[src/rtl/api_ctrl.sv]
// Host command engine: turns the SPI command byte stream into SDRAM requests, register file access and fill bursts.
// Outputs are registered one cycle after the strobe that causes them; fpga_irq is combinational; there is no backpressure.
module api_ctrl #(
    parameter int          ADDR_WIDTH = 22,
    parameter int          REG_COUNT  = 8,
    parameter int          FILL_GAP   = 8,
    parameter logic [15:0] VERSION    = 16'h0000
) (
    input  logic                  clk,
    input  logic                  reset,
    output logic                  fpga_irq,
    output logic [31:0]           wr_reg,
    output logic [3:0]            wr_reg_addr,
    output logic                  wr_reg_changed,
    input  logic [31:0]           ev_reg,
    output logic                  ram_req,
    output logic                  ram_we,
    output logic [1:0]            ram_wm,
    output logic [ADDR_WIDTH-1:0] ram_address,
    output logic [15:0]           ram_data_write,
    input  logic [15:0]           ram_data_read,
    output logic                  ram_refresh,
    input  logic [7:0]            rd_data,
    input  logic                  rd_valid,
    output logic [7:0]            wr_data,
    input  logic                  wr_valid,
    input  logic                  start
);
    typedef enum logic [2:0] {S_IDLE, S_CMD, S_ADDR, S_DATA, S_FILL} state_t;

    localparam logic [2:0]  C_READ_MEM  = 3'd0;
    localparam logic [2:0]  C_WRITE_MEM = 3'd1;
    localparam logic [2:0]  C_READ_REG  = 3'd2;
    localparam logic [2:0]  C_WRITE_REG = 3'd3;
    localparam logic [15:0] GAP_RELOAD  = 16'(FILL_GAP - 1);

    state_t                state_q;
    logic [2:0]            cmd_q;
    logic [1:0]            byte_cnt_q;
    logic [31:0]           fld_q;
    logic [31:0]           shift_q;
    logic [31:0]           snap_q;
    logic [ADDR_WIDTH-1:0] addr_q;
    logic [7:0]            wbuf_q;
    logic [7:0]            rbuf_q;
    logic                  wpend_q;
    logic [15:0]           fill_pat_q;
    logic [15:0]           fill_cnt_q;
    logic [15:0]           gap_q;
    logic                  fill_fire_q;
    logic [31:0]           regs_q [REG_COUNT];

    logic                  ram_req_q;
    logic                  ram_we_q;
    logic [1:0]            ram_wm_q;
    logic [ADDR_WIDTH-1:0] ram_address_q;
    logic [15:0]           ram_data_write_q;
    logic                  ram_refresh_q;
    logic [7:0]            wr_data_q;
    logic [31:0]           wr_reg_q;
    logic [3:0]            wr_reg_addr_q;
    logic                  wr_reg_changed_q;

    logic [31:0]           fld_d;
    logic [31:0]           shift_d;
    logic [ADDR_WIDTH-1:0] hdr_addr;
    logic [3:0]            idx;
    logic [31:0]           rd_word;
    logic [7:0]            rd_byte;
    logic                  unused_bits;

    always_comb begin
        fld_d    = {fld_q[23:0], rd_data};
        shift_d  = {rd_data, shift_q[31:8]};
        hdr_addr = fld_d[ADDR_WIDTH:1];
        idx      = fld_q[3:0];
        rd_word  = '0;
        for (int i = 0; i < REG_COUNT; i++) begin
            if (idx == 4'(i)) rd_word = regs_q[i];
        end
        // Event register: first byte comes live, the rest from the snapshot taken on that byte.
        case (idx)
            4'd13:   rd_word = {31'd0, state_q == S_FILL};
            4'd14:   rd_word = (byte_cnt_q == 2'd0) ? ev_reg : snap_q;
            4'd15:   rd_word = {16'h0000, VERSION};
            default: ;
        endcase
        case (byte_cnt_q)
            2'd0:    rd_byte = rd_word[7:0];
            2'd1:    rd_byte = rd_word[15:8];
            2'd2:    rd_byte = rd_word[23:16];
            default: rd_byte = rd_word[31:24];
        endcase
    end

    assign unused_bits = ^{fld_q, fld_d, shift_q};

    always_ff @(posedge clk) begin
        if (reset) begin
            state_q          <= S_IDLE;
            cmd_q            <= '0;
            byte_cnt_q       <= '0;
            fld_q            <= '0;
            shift_q          <= '0;
            snap_q           <= '0;
            addr_q           <= '0;
            wbuf_q           <= '0;
            rbuf_q           <= '0;
            wpend_q          <= 1'b0;
            fill_pat_q       <= '0;
            fill_cnt_q       <= '0;
            gap_q            <= '0;
            fill_fire_q      <= 1'b0;
            for (int i = 0; i < REG_COUNT; i++) regs_q[i] <= '0;
            ram_req_q        <= 1'b0;
            ram_we_q         <= 1'b0;
            ram_wm_q         <= '0;
            ram_address_q    <= '0;
            ram_data_write_q <= '0;
            ram_refresh_q    <= 1'b0;
            wr_data_q        <= '0;
            wr_reg_q         <= '0;
            wr_reg_addr_q    <= '0;
            wr_reg_changed_q <= 1'b0;
        end else begin
            ram_req_q     <= 1'b0;
            ram_refresh_q <= fill_fire_q;
            fill_fire_q   <= 1'b0;
            if (start) begin
                state_q    <= S_CMD;
                byte_cnt_q <= '0;
                fill_cnt_q <= '0;
                wpend_q    <= 1'b0;
                // A dangling low byte of a memory write goes out alone with the high byte masked.
                if (wpend_q) begin
                    ram_req_q        <= 1'b1;
                    ram_we_q         <= 1'b1;
                    ram_wm_q         <= 2'b10;
                    ram_address_q    <= addr_q;
                    ram_data_write_q <= {8'h00, wbuf_q};
                end
            end else begin
                case (state_q)
                    S_CMD: if (rd_valid) begin
                        cmd_q      <= rd_data[2:0];
                        byte_cnt_q <= '0;
                        fld_q      <= '0;
                        state_q    <= (rd_data <= 8'd4) ? S_ADDR : S_IDLE;
                    end
                    S_ADDR: if (rd_valid) begin
                        fld_q      <= fld_d;
                        byte_cnt_q <= byte_cnt_q + 2'd1;
                        if (byte_cnt_q == 2'd0) ram_refresh_q <= 1'b1;
                        if (byte_cnt_q == 2'd3) begin
                            addr_q     <= hdr_addr;
                            byte_cnt_q <= '0;
                            state_q    <= S_DATA;
                            if (cmd_q == C_READ_MEM) begin
                                ram_req_q     <= 1'b1;
                                ram_we_q      <= 1'b0;
                                ram_address_q <= hdr_addr;
                            end
                        end
                    end
                    S_DATA: begin
                        case (cmd_q)
                            C_READ_MEM: if (wr_valid) begin
                                byte_cnt_q <= byte_cnt_q + 2'd1;
                                if (!byte_cnt_q[0]) begin
                                    wr_data_q     <= ram_data_read[7:0];
                                    rbuf_q        <= ram_data_read[15:8];
                                    addr_q        <= addr_q + 1'b1;
                                    ram_req_q     <= 1'b1;
                                    ram_we_q      <= 1'b0;
                                    ram_address_q <= addr_q + 1'b1;
                                end else begin
                                    wr_data_q     <= rbuf_q;
                                    ram_refresh_q <= 1'b1;
                                end
                            end
                            C_WRITE_MEM: if (rd_valid) begin
                                byte_cnt_q <= byte_cnt_q + 2'd1;
                                if (!byte_cnt_q[0]) begin
                                    wbuf_q        <= rd_data;
                                    wpend_q       <= 1'b1;
                                    ram_refresh_q <= 1'b1;
                                end else begin
                                    wpend_q          <= 1'b0;
                                    ram_req_q        <= 1'b1;
                                    ram_we_q         <= 1'b1;
                                    ram_wm_q         <= 2'b00;
                                    ram_address_q    <= addr_q;
                                    ram_data_write_q <= {rd_data, wbuf_q};
                                    addr_q           <= addr_q + 1'b1;
                                end
                            end
                            C_READ_REG: if (wr_valid) begin
                                wr_data_q  <= rd_byte;
                                byte_cnt_q <= byte_cnt_q + 2'd1;
                                if (byte_cnt_q == 2'd0 && idx == 4'd14) snap_q <= ev_reg;
                                if (byte_cnt_q == 2'd3) state_q <= S_IDLE;
                            end
                            C_WRITE_REG: if (rd_valid) begin
                                shift_q    <= shift_d;
                                byte_cnt_q <= byte_cnt_q + 2'd1;
                                if (byte_cnt_q == 2'd3) begin
                                    wr_reg_q         <= shift_d;
                                    wr_reg_addr_q    <= idx;
                                    wr_reg_changed_q <= ~wr_reg_changed_q;
                                    for (int i = 0; i < REG_COUNT; i++) begin
                                        if (idx == 4'(i)) regs_q[i] <= shift_d;
                                    end
                                    state_q <= S_IDLE;
                                end
                            end
                            default: if (rd_valid) begin
                                shift_q    <= shift_d;
                                byte_cnt_q <= byte_cnt_q + 2'd1;
                                if (byte_cnt_q == 2'd3) begin
                                    fill_pat_q <= shift_d[15:0];
                                    fill_cnt_q <= shift_d[31:16];
                                    gap_q      <= '0;
                                    state_q    <= S_FILL;
                                end
                            end
                        endcase
                    end
                    S_FILL: begin
                        if (fill_cnt_q == 16'd0) begin
                            state_q <= S_IDLE;
                        end else if (gap_q == 16'd0) begin
                            ram_req_q        <= 1'b1;
                            ram_we_q         <= 1'b1;
                            ram_wm_q         <= 2'b00;
                            ram_address_q    <= addr_q;
                            ram_data_write_q <= fill_pat_q;
                            addr_q           <= addr_q + 1'b1;
                            fill_cnt_q       <= fill_cnt_q - 16'd1;
                            gap_q            <= GAP_RELOAD;
                            fill_fire_q      <= 1'b1;
                        end else begin
                            gap_q <= gap_q - 16'd1;
                        end
                    end
                    default: state_q <= S_IDLE;
                endcase
            end
        end
    end

    assign fpga_irq       = (snap_q != ev_reg);
    assign wr_reg         = wr_reg_q;
    assign wr_reg_addr    = wr_reg_addr_q;
    assign wr_reg_changed = wr_reg_changed_q;
    assign ram_req        = ram_req_q;
    assign ram_we         = ram_we_q;
    assign ram_wm         = ram_wm_q;
    assign ram_address    = ram_address_q;
    assign ram_data_write = ram_data_write_q;
    assign ram_refresh    = ram_refresh_q;
    assign wr_data        = wr_data_q;

endmodule
[config.mk]
export PLATFORM = sky130hd
export DESIGN_NAME = api_ctrl
export DESIGN_NICKNAME = d
export VERILOG_FILES = /design/src/rtl/api_ctrl.sv
export SDC_FILE = /design/constraint.sdc
export NUM_CORES = 1
export LEC_CHECK = 0
export BUFFER_PORTS_ARGS = -buffer_cell sky130_fd_sc_hd__buf_2
export CORE_MARGIN = 2
export CORE_UTILIZATION = 61
export DETAILED_ROUTE_END_ITERATION = 10
export PLACE_DENSITY = 0.77
export SETUP_SLACK_MARGIN = 0.05
export SYNTH_ARGS = -nofsm -noshare
export SYNTH_HDL_FRONTEND = slang
export SYNTH_SLANG_ARGS = --single-unit
[constraint.sdc]
create_clock -name clk -period 5.1 [get_ports clk]
set_input_delay 0.255 -clock clk [delete_from_list [all_inputs] [get_ports clk]]
set_output_delay 0.255 -clock clk [all_outputs]
set_load 0.05 [all_outputs]
# Yosys cells after proc, flatten, opt, wreduce, memory -nomap -nowiden
# Memory sizes are Yosys's and may differ from the RTL's.
# Index checks and enable logic that the tools add are counted.
# W data, S select, Z words.
# word_totals
elab_cells,343
ff_bits,263
out_inout_bits,89
ram_bits,256
memories,1
# op_classes
n_lt_le_gt_ge,1
n_eq_ne,65
reduce_logical,37
muxes,196
add_sub_neg,4
n_bitwise,14
# mem_list
name,words,word_bits,rd,rd_ports_with_merged_regs,wr,line,text
regs_q,8,32,8,0,8,51,logic [31:0] regs_q [REG_COUNT];
# op_table
operator,n
$mux W32,17
$mux W22,17
$mux W16,17
$pmux W22 S3,2
$mux W1,96
$pmux W16 S2,3
$pmux W32 S3,1
$pmux W22 S2,2
$ne A3 B3 Y1 const B,19
$ne A4 B4 Y1 const B,9
$reduce_and A5 Y1,7
$logic_not A16 Y1,2
$ne A32 B32 Y1,1
$sub A16 B1 Y16 const B,2
$mux W15,2
$pmux W15 S2,1
$mux W2,14
$mux W3,9
$mux W8,3
$pmux W8 S3,1
$add A22 B1 Y22 const B,1
$ne A2 B2 Y1 const B,10
$reduce_and A9 Y1,2
$eq A4 B3 Y1 const B,4
other kinds (38),75

# Longest topological paths before layout
# Gate-level depths: netlist of the first run.
# logic_depth
ltp_word,13
mapped_depth,12
depth_no_buf,8

# Worst setup path before layout of the first run
# No wires, ideal clock.
# synth_timing
kind,register to register
startpoint,register byte_cnt_q[1]
endpoint,memory regs_q[6][0] (netlist: regs_q[1][64]) (enable)
slack_ns,0.659
t_arrival_ns,3.971
path_stages_with_launch,7
setup_ns,0.470
n_path_buf,1
path_cell_list,dfxtp_1 > ha_1 > clkbuf_1 > nand2_1 > nor3_2 > nand3_1 > o31ai_1
# synth_rtl
item,line,text
start: declaration,39,logic [1:0] byte_cnt_q;
start signal: assignment,152,byte_cnt_q <= byte_cnt_q + 2'd1;
start signal: assignment,168,byte_cnt_q <= byte_cnt_q + 2'd1;
start signal: assignment,182,byte_cnt_q <= byte_cnt_q + 2'd1;
end: declaration,51,

==> impl_metrics.py, run 1 <==
metrics = {
    "finish": {
        "final_layout_size_suffix_gt1_share_pct": 12.62,
        "fin_cells": 3174,
        "final_area_um2": 27020,
        "largest_reg_flops": 256,
        "syn_to_final_growth_pct": 13.11,
        "nNetsFinal": 2681,
    },
    "place": {
        "hpwl_um": 49230,
        "placed_area_um2": 24890,
        "dp.cells": 3036,
        "pre_cts_ws_ns": 1.509,
        "io_buffers": 148,
        "gp_congestion": 0.9389,
    },
    "flow_run": {
        "drv_cap": 0,
    },
    "global_routing": {
        "grt_max_degree": 90,
        "gr-total-overflow": 0,
        "grt.total_usage_pct": 36.09,
        "grt_pass1_vias": 19680,
        "grt_first_pass_wirelength_um": 114500,
        "antenna_found_initial": 2,
    },
    "synth": {
        "synth_fp_nets": 2594,
        "syn_area_um2": 23890,
        "avgSynthCellArea_um2": 9.460,
        "netlist_instances": 2525,
        "ys_seq_area_share_pct": 53.47,
        "synthDistinctLibCells": 88,
        "synth-edff-count": 256,
        "ys_top_cells_by_area": "edfxtp_1, dfxtp_1, nand2_1",
        "synth_ff_type": "edfxtp_1",
        "async_reset_ff_share_pct": 0,
        "yosys_warnings": 0,
        "synth.top_cell.area_share_pct": 32.18,
        "synth_top_area_cell": "edfxtp_1",
        "synth_seq_cells": 510,
    },
    "cts": {
        "cts_resized": 0,
        "post_cts_buffers": 0,
        "clkTransAtPathRegs_ns": 0.06,
        "h-tree-depth": 2,
        "numCtsBuffers": 52,
        "cts_buffer_depth": 3,
        "cts_sinks": 510,
        "cts_root_buf": "clkbuf_16",
        "hold_buffers": 40,
        "clk_latency_ns": 0.60,
        "cts_tree": "done",
    },
    "power_and_ir_drop": {
        "switching_power_mw": 1.968,
        "vdd_drop_max_mv": 0.3406,
        "comb_power_share_pct": 4.9,
        "p_seq_share_pct": 51.0,
        "p_leak_nw": 9.645,
        "p_int_mw": 6.779,
        "p_clk_share_pct": 44.1,
        "power_density_nw_per_um2": 323.7,
        "sw_frac_of_total_pct": 22.50,
    },
    "critical_path": {
        "crit_type": "flop to flop",
        "cp.arrival_ns": 3.99,
        "startpoint_type": "flop",
        "crit_path_end_kind": "flop",
        "crit_fanout": 38,
        "r2r-end": "regs_q[1][104]$_DFFE_PP_",
        "r2r_cells": 8,
        "required_ns": 5.33,
        "rr_startpoint": "state_q[0]$_SDFFE_PP0P_",
        "reg2reg_slack_ns": 1.34,
    },
    "floorplan": {
        "dieArea_um2": 40760,
        "die_height_um": 201.9,
        "pin_count": 150,
        "row_count": 72,
        "start_util_pct": 61.81,
        "core_um2": 38650,
        "die_w_um": 201.9,
    },
    "status": {
        "status": "complete, no violations",
    },
    "sta": {
        "fin_skew_ns": 0.01804,
        "rsz0062_at_grt": "no",
        "finalMaxSlewViolations": 0,
        "tightest_slew_ns": 1.255,
        "fin_hold_ws_ns": 0.03739,
        "layout_min_cycle_time_ns": 3.761,
        "fin_ws_ns": 1.339,
        "maxSlewHeadroom_pct": 15.55,
        "finalCritPeriodShare_pct": 73.75,
        "max_freq_mhz": 265.9,
        "hold_viol": 0,
        "setup-violations-final": 0,
        "tns_ns": 0,
    },
    "detailed_routing": {
        "drtAntennaViolNets": 0,
        "wl_per_cell_um": 23.45,
        "firstDrtPassIters": 8,
        "drtIter0Drc": 2778,
        "vias_per_cell": 6.582,
        "drt_wl_total_um": 74430,
        "post-route-drc-count": 0,
        "vias": 20890,
    },
    "min_path": {
        "hp-class": "input port to flop",
        "min_from": "reset",
        "hold_path_end": "gap_q[1]$_SDFFE_PP0P_",
        "hold_depth": 2,
    },
}
-- kinds of logic (layout without fill, tap and decap cells) --
| family | Yosys count | count (layout) | share of synthesized area, % |
|---|---|---|---|
| DFF | 510 | 510 | 53.47 |
| xor gates and xnor gates | 56 | 56 | 2.053 |
| and+or+nand+nor | 945 | 945 | 17.40 |
| muxes | 114 | 114 | 5.406 |
| other | 1 | 2 | 0.01570 |
| adders and majority gates | 8 | 8 | 0.4191 |
| buffers and inverters | 259 | 389 | 4.306 |
| AOI/OAI and AO/OA | 632 | 632 | 16.93 |
-- how the worst max path moves through the flow --
stage,startpoint,endpoint,slack [ns],cells past startpoint
global placement,state_q[0]$_SDFFE_PP0P_,regs_q[1][100]$_DFFE_PP_,1.60,8
global route,state_q[0]$_SDFFE_PP0P_,regs_q[1][104]$_DFFE_PP_,1.12,8
detailed placement,state_q[0]$_SDFFE_PP0P_,regs_q[1][100]$_DFFE_PP_,1.51,8
floorplan,byte_cnt_q[1]$_SDFFE_PP0P_,regs_q[1][64]$_DFFE_PP_,0.66,6
finish,state_q[0]$_SDFFE_PP0P_,regs_q[1][104]$_DFFE_PP_,1.34,8
CTS,state_q[0]$_SDFFE_PP0P_,regs_q[1][100]$_DFFE_PP_,1.46,8
-- per-layer routing --
| layer | wire, um | track usage, % | vias to the layer above | part of all wire, % |
|---|---|---|---|---|
| li1 | - | - | 9275 | - |
| met1 | 29320 | 50.28 | 9964 | 39 |
| met2 | 33790 | 56.26 | 1460 | 45 |
| met3 | 8819 | 7.417 | 193 | 12 |
| met4 | 2497 | 12.89 | 0 | 3.4 |
| met5 | 0 | 0 | - | 0 |
-- synthesized netlist by cell type, types with 6 or more instances --
cell type    n
inv_1       53
ha_1         8
clkbuf_1   153
a31o_2      13
o31ai_1     14
o22ai_1     17
nand3b_1     7
a2111oi_0    7
and4_1       6
mux4_2      11
edfxtp_1   256
or3_1       13
a22oi_1     15
nand3_1     52
nand2_1    365
nand4_1     18
o21ai_0    112
nor3_1      52
buf_2       29
or4_1       12
mux2_2      10
xnor2_1     48
a22o_1      31
xor2_1       8
a221oi_1    12
nor2_1     330
a21oi_1    240
mux2i_1     93
o221ai_1     9
a211oi_1    39
buf_1       16
a31oi_1     20
a222oi_1     9
nand2b_1    12
a311oi_1    11
nor2b_1     18
and3_1      12
o211ai_1    17
dfxtp_1    254
nor4_1      19
-- critical path, cell delays in order (launching register included) --
cell,delay [ns]
dfxtp_1,0.76
nand3b_1,0.62
nor3_2,0.32
buf_4,0.27
and3_2,0.31
buf_4,0.42
nand2_1,0.12
nand2_1,0.10
buf_4,0.45
-- final cells by class --
| class | instances | area (um^2) |
|---|---|---|
| clock inverter | 28 | 284.0 |
| timing repair buffer | 237 | 1540 |
| inverter | 55 | 206.4 |
| tap | 518 | 648.1 |
| multi-input combinational | 1756 | 10120 |
| clock buffer | 69 | 1438 |
| antenna | 1 | 2.502 |
| fill | 2870 | 11630 |
| sequential | 510 | 12780 |
-- power by group through the flow --
stage	Clock, mW	Combinational, mW	Sequential [mW]
3_3_place_gp	0	0.389	4.54
2_1_floorplan	0	0.202	4.58
4_1_cts	3.87	0.422	4.46
6_report	3.86	0.433	4.46
5_1_grt	4.04	0.453	4.47
3_5_place_dp	0	0.396	4.54
-- cells in the final DEF, fill, tap and decap left out, drive strengths merged, types with 56 or more instances in the layout --
cell	count
nand2	365
nor2	330
edfxtp	256
dfxtp	254
a21oi	240
buf	197
o21ai	116
mux2i	93
clkbuf	69
inv	56
-- metrics by stage --
step                util (%)  power (mW)
finish                 69.91       8.747
global route           69.91       8.956
CTS                    69.90       8.752
detailed placement     64.41       4.940
global placement       64.41       4.928
floorplan                  -       4.778
(Power assumes the default switching activity.)
==> run 2, diff against run 1 <==
--- a/config.mk
+++ b/config.mk
@@ -7,9 +7,9 @@
 export LEC_CHECK = 0
 export BUFFER_PORTS_ARGS = -buffer_cell sky130_fd_sc_hd__buf_2
 export CORE_MARGIN = 2
-export CORE_UTILIZATION = 61
+export CORE_UTILIZATION = 55
 export DETAILED_ROUTE_END_ITERATION = 10
-export PLACE_DENSITY = 0.77
+export PLACE_DENSITY = 0.73
 export SETUP_SLACK_MARGIN = 0.05
 export SYNTH_ARGS = -nofsm -noshare
 export SYNTH_HDL_FRONTEND = slang
==> constraint.sdc (replaced) <==
create_clock -name clk -period 3.3 [get_ports clk]
set_input_delay 0.165 -clock clk [delete_from_list [all_inputs] [get_ports clk]]
set_output_delay 0.165 -clock clk [all_outputs]
set_load 0.05 [all_outputs]
==> impl_metrics.py, run 2 (same netlist as run 1, synthesis figures left out) <==
metrics = {
    "place": {
        "hpwl_um": 50360,
        "io_buffers": 148,
        "gp_congestion": 0.9102,
    },
    "critical_path": {
        "crit_path_max_incr_delay_ns": 0.72,
        "startpoint_type": "flop",
        "crit_fanout": 17,
        "required_ns": 3.84,
        "cp.arrival_ns": 3.59,
        "cpMostUsedCell": "buf_4",
        "crit_type": "flop to flop",
        "path_cells": "buf_4, nand3b_1, buf_4, o211ai_2, o2111ai_2, a211oi_1, a31o_2",
        "critPathSlowestCell": "o211ai_2",
        "crit_path_end_kind": "flop",
    },
    "status": {
        "status": "complete, no violations",
    },
    "floorplan": {
        "core_um2": 42980,
        "start_util_pct": 55.57,
        "dieArea_um2": 45110,
        "pin_count": 150,
        "die_height_um": 212.4,
        "row_count": 76,
        "die_w_um": 212.4,
    },
    "cts": {
        "clkTransAtPathRegs_ns": 0.07,
        "cts_root_buf": "clkbuf_16",
        "post_cts_buffers": 0,
        "cts_sinks": 510,
        "cts_tree": "done",
        "h-tree-depth": 2,
        "cts_buffer_depth": 3,
        "numCtsBuffers": 53,
        "clk_latency_ns": 0.61,
    },
    "detailed_routing": {
        "drtIter0Drc": 2839,
        "firstDrtPassIters": 9,
        "drtAntennaViolNets": 0,
        "post-route-drc-count": 0,
        "wl_per_cell_um": 23.08,
        "vias": 20810,
        "vias_per_cell": 6.314,
        "drt_wl_total_um": 76040,
    },
    "sta": {
        "maxSlewHeadroom_pct": 22.84,
        "finalMaxSlewViolations": 0,
        "max_freq_mhz": 328.7,
        "layout_min_cycle_time_ns": 3.042,
        "tightest_slew_ns": 1.147,
        "rsz0062_at_grt": "no",
        "fin_skew_ns": 0.01876,
        "finalCritPeriodShare_pct": 92.20,
        "setup-violations-final": 0,
        "hold_viol": 0,
        "tns_ns": 0,
    },
    "min_path": {
        "hp-class": "input port to flop",
    },
    "finish": {
        "syn_to_final_growth_pct": 15.24,
        "final_layout_size_suffix_gt1_share_pct": 13.95,
        "final_cell_mix": "nand2_1, nor2_1, edfxtp_1",
        "largest_reg_flops": 256,
        "postLayoutCoreUtil_pct": 64.05,
        "nNetsFinal": 2734,
        "final_common_cell": "nand2_1",
    },
    "global_routing": {
        "grt.total_usage_pct": 33.13,
        "grt_max_degree": 72,
        "grt_first_pass_wirelength_um": 113900,
        "grt_pass1_vias": 19320,
        "gr-total-overflow": 0,
        "antenna_found_initial": 3,
    },
    "power_and_ir_drop": {
        "finalPower_mw": 13.46,
        "vdd_drop_max_mv": 0.3305,
        "power_density_nw_per_um2": 489.0,
        "p_leak_nw": 9.892,
    },
    "flow_run": {
        "drv_cap": 0,
    },
}
[run 2: worst max-delay path, delay by kind of cell, from the launching register on]
family                 cells  cell delay (ns)
AOI/OAI and AO/OA          4             1.81
buffers and inverters      2             0.47
and+or+nand+nor            1             0.12
DFF                        1             0.55
[run 2: layer usage]
metal / vias up / part of all wire (%) / GRT usage [%]
met2: 1227 / 45 / 51.07
li1: 9389 / - / -
met3: 188 / 10 / 6.544
met4: 0 / 3.3 / 11.45
met5: - / 0 / 0
met1: 10000 / 41 / 46.78
[run 2: power by group]
part | total [mW] | leakage, nW | switching (mW) | internal, mW
Combinational | 0.705 | 4.54 | 0.487 | 0.219
Clock | 5.88 | 0.826 | 2.55 | 3.33
Sequential | 6.88 | 4.52 | 0.0610 | 6.81
[run 2: metrics by stage]
stage	instance area [um^2]	hold WS, ns	instances	worst slack (ns)
6_report	27530	0.07293	3295	0.2575
2_1_floorplan	23900	0.3010	2525	0.2843
4_1_cts	27520	0.05497	3294	0.2908
5_1_grt	27530	0.08660	3294	0.1322
3_5_place_dp	25330	0.4119	3145	0.3352
3_3_place_gp	25330	0.4001	3145	0.3167
[run 2: path summary, 6_finish.rpt]
path / from / slack (ns) / cells after the start / to
worst max-delay path: state_q[0]$_SDFFE_PP0P_ / 0.26 / 7 / ram_data_write[9]$_SDFFE_PP0P_
worst min-delay path: ram_data_read[2] / 0.07 / 5 / wr_data[2]$_SDFFE_PP0P_
worst max register to register: state_q[0]$_SDFFE_PP0P_ / 0.26 / 7 / ram_data_write[9]$_SDFFE_PP0P_
worst min register to register: fill_pat_q[10]$_SDFFE_PP0P_ / 0.46 / 2 / fill_pat_q[10]$_SDFFE_PP0P_
[run 2: layout make-up]
cell class | count | area (um^2)
timing repair buffer | 289 | 1993
clock buffer | 70 | 1494
tap | 585 | 732.0
antenna | 1 | 2.502
sequential | 510 | 12780
multi-input combinational | 1756 | 10120
fill | 3486 | 15450
inverter | 55 | 206.4
clock inverter | 29 | 195.2
[run 2: timing repair]
item	4_1_cts	5_1_grt
hold buffers	50	0
gates resized for setup	0	1
endpoints found under the hold margin	60	0
setup endpoints to repair	0	4
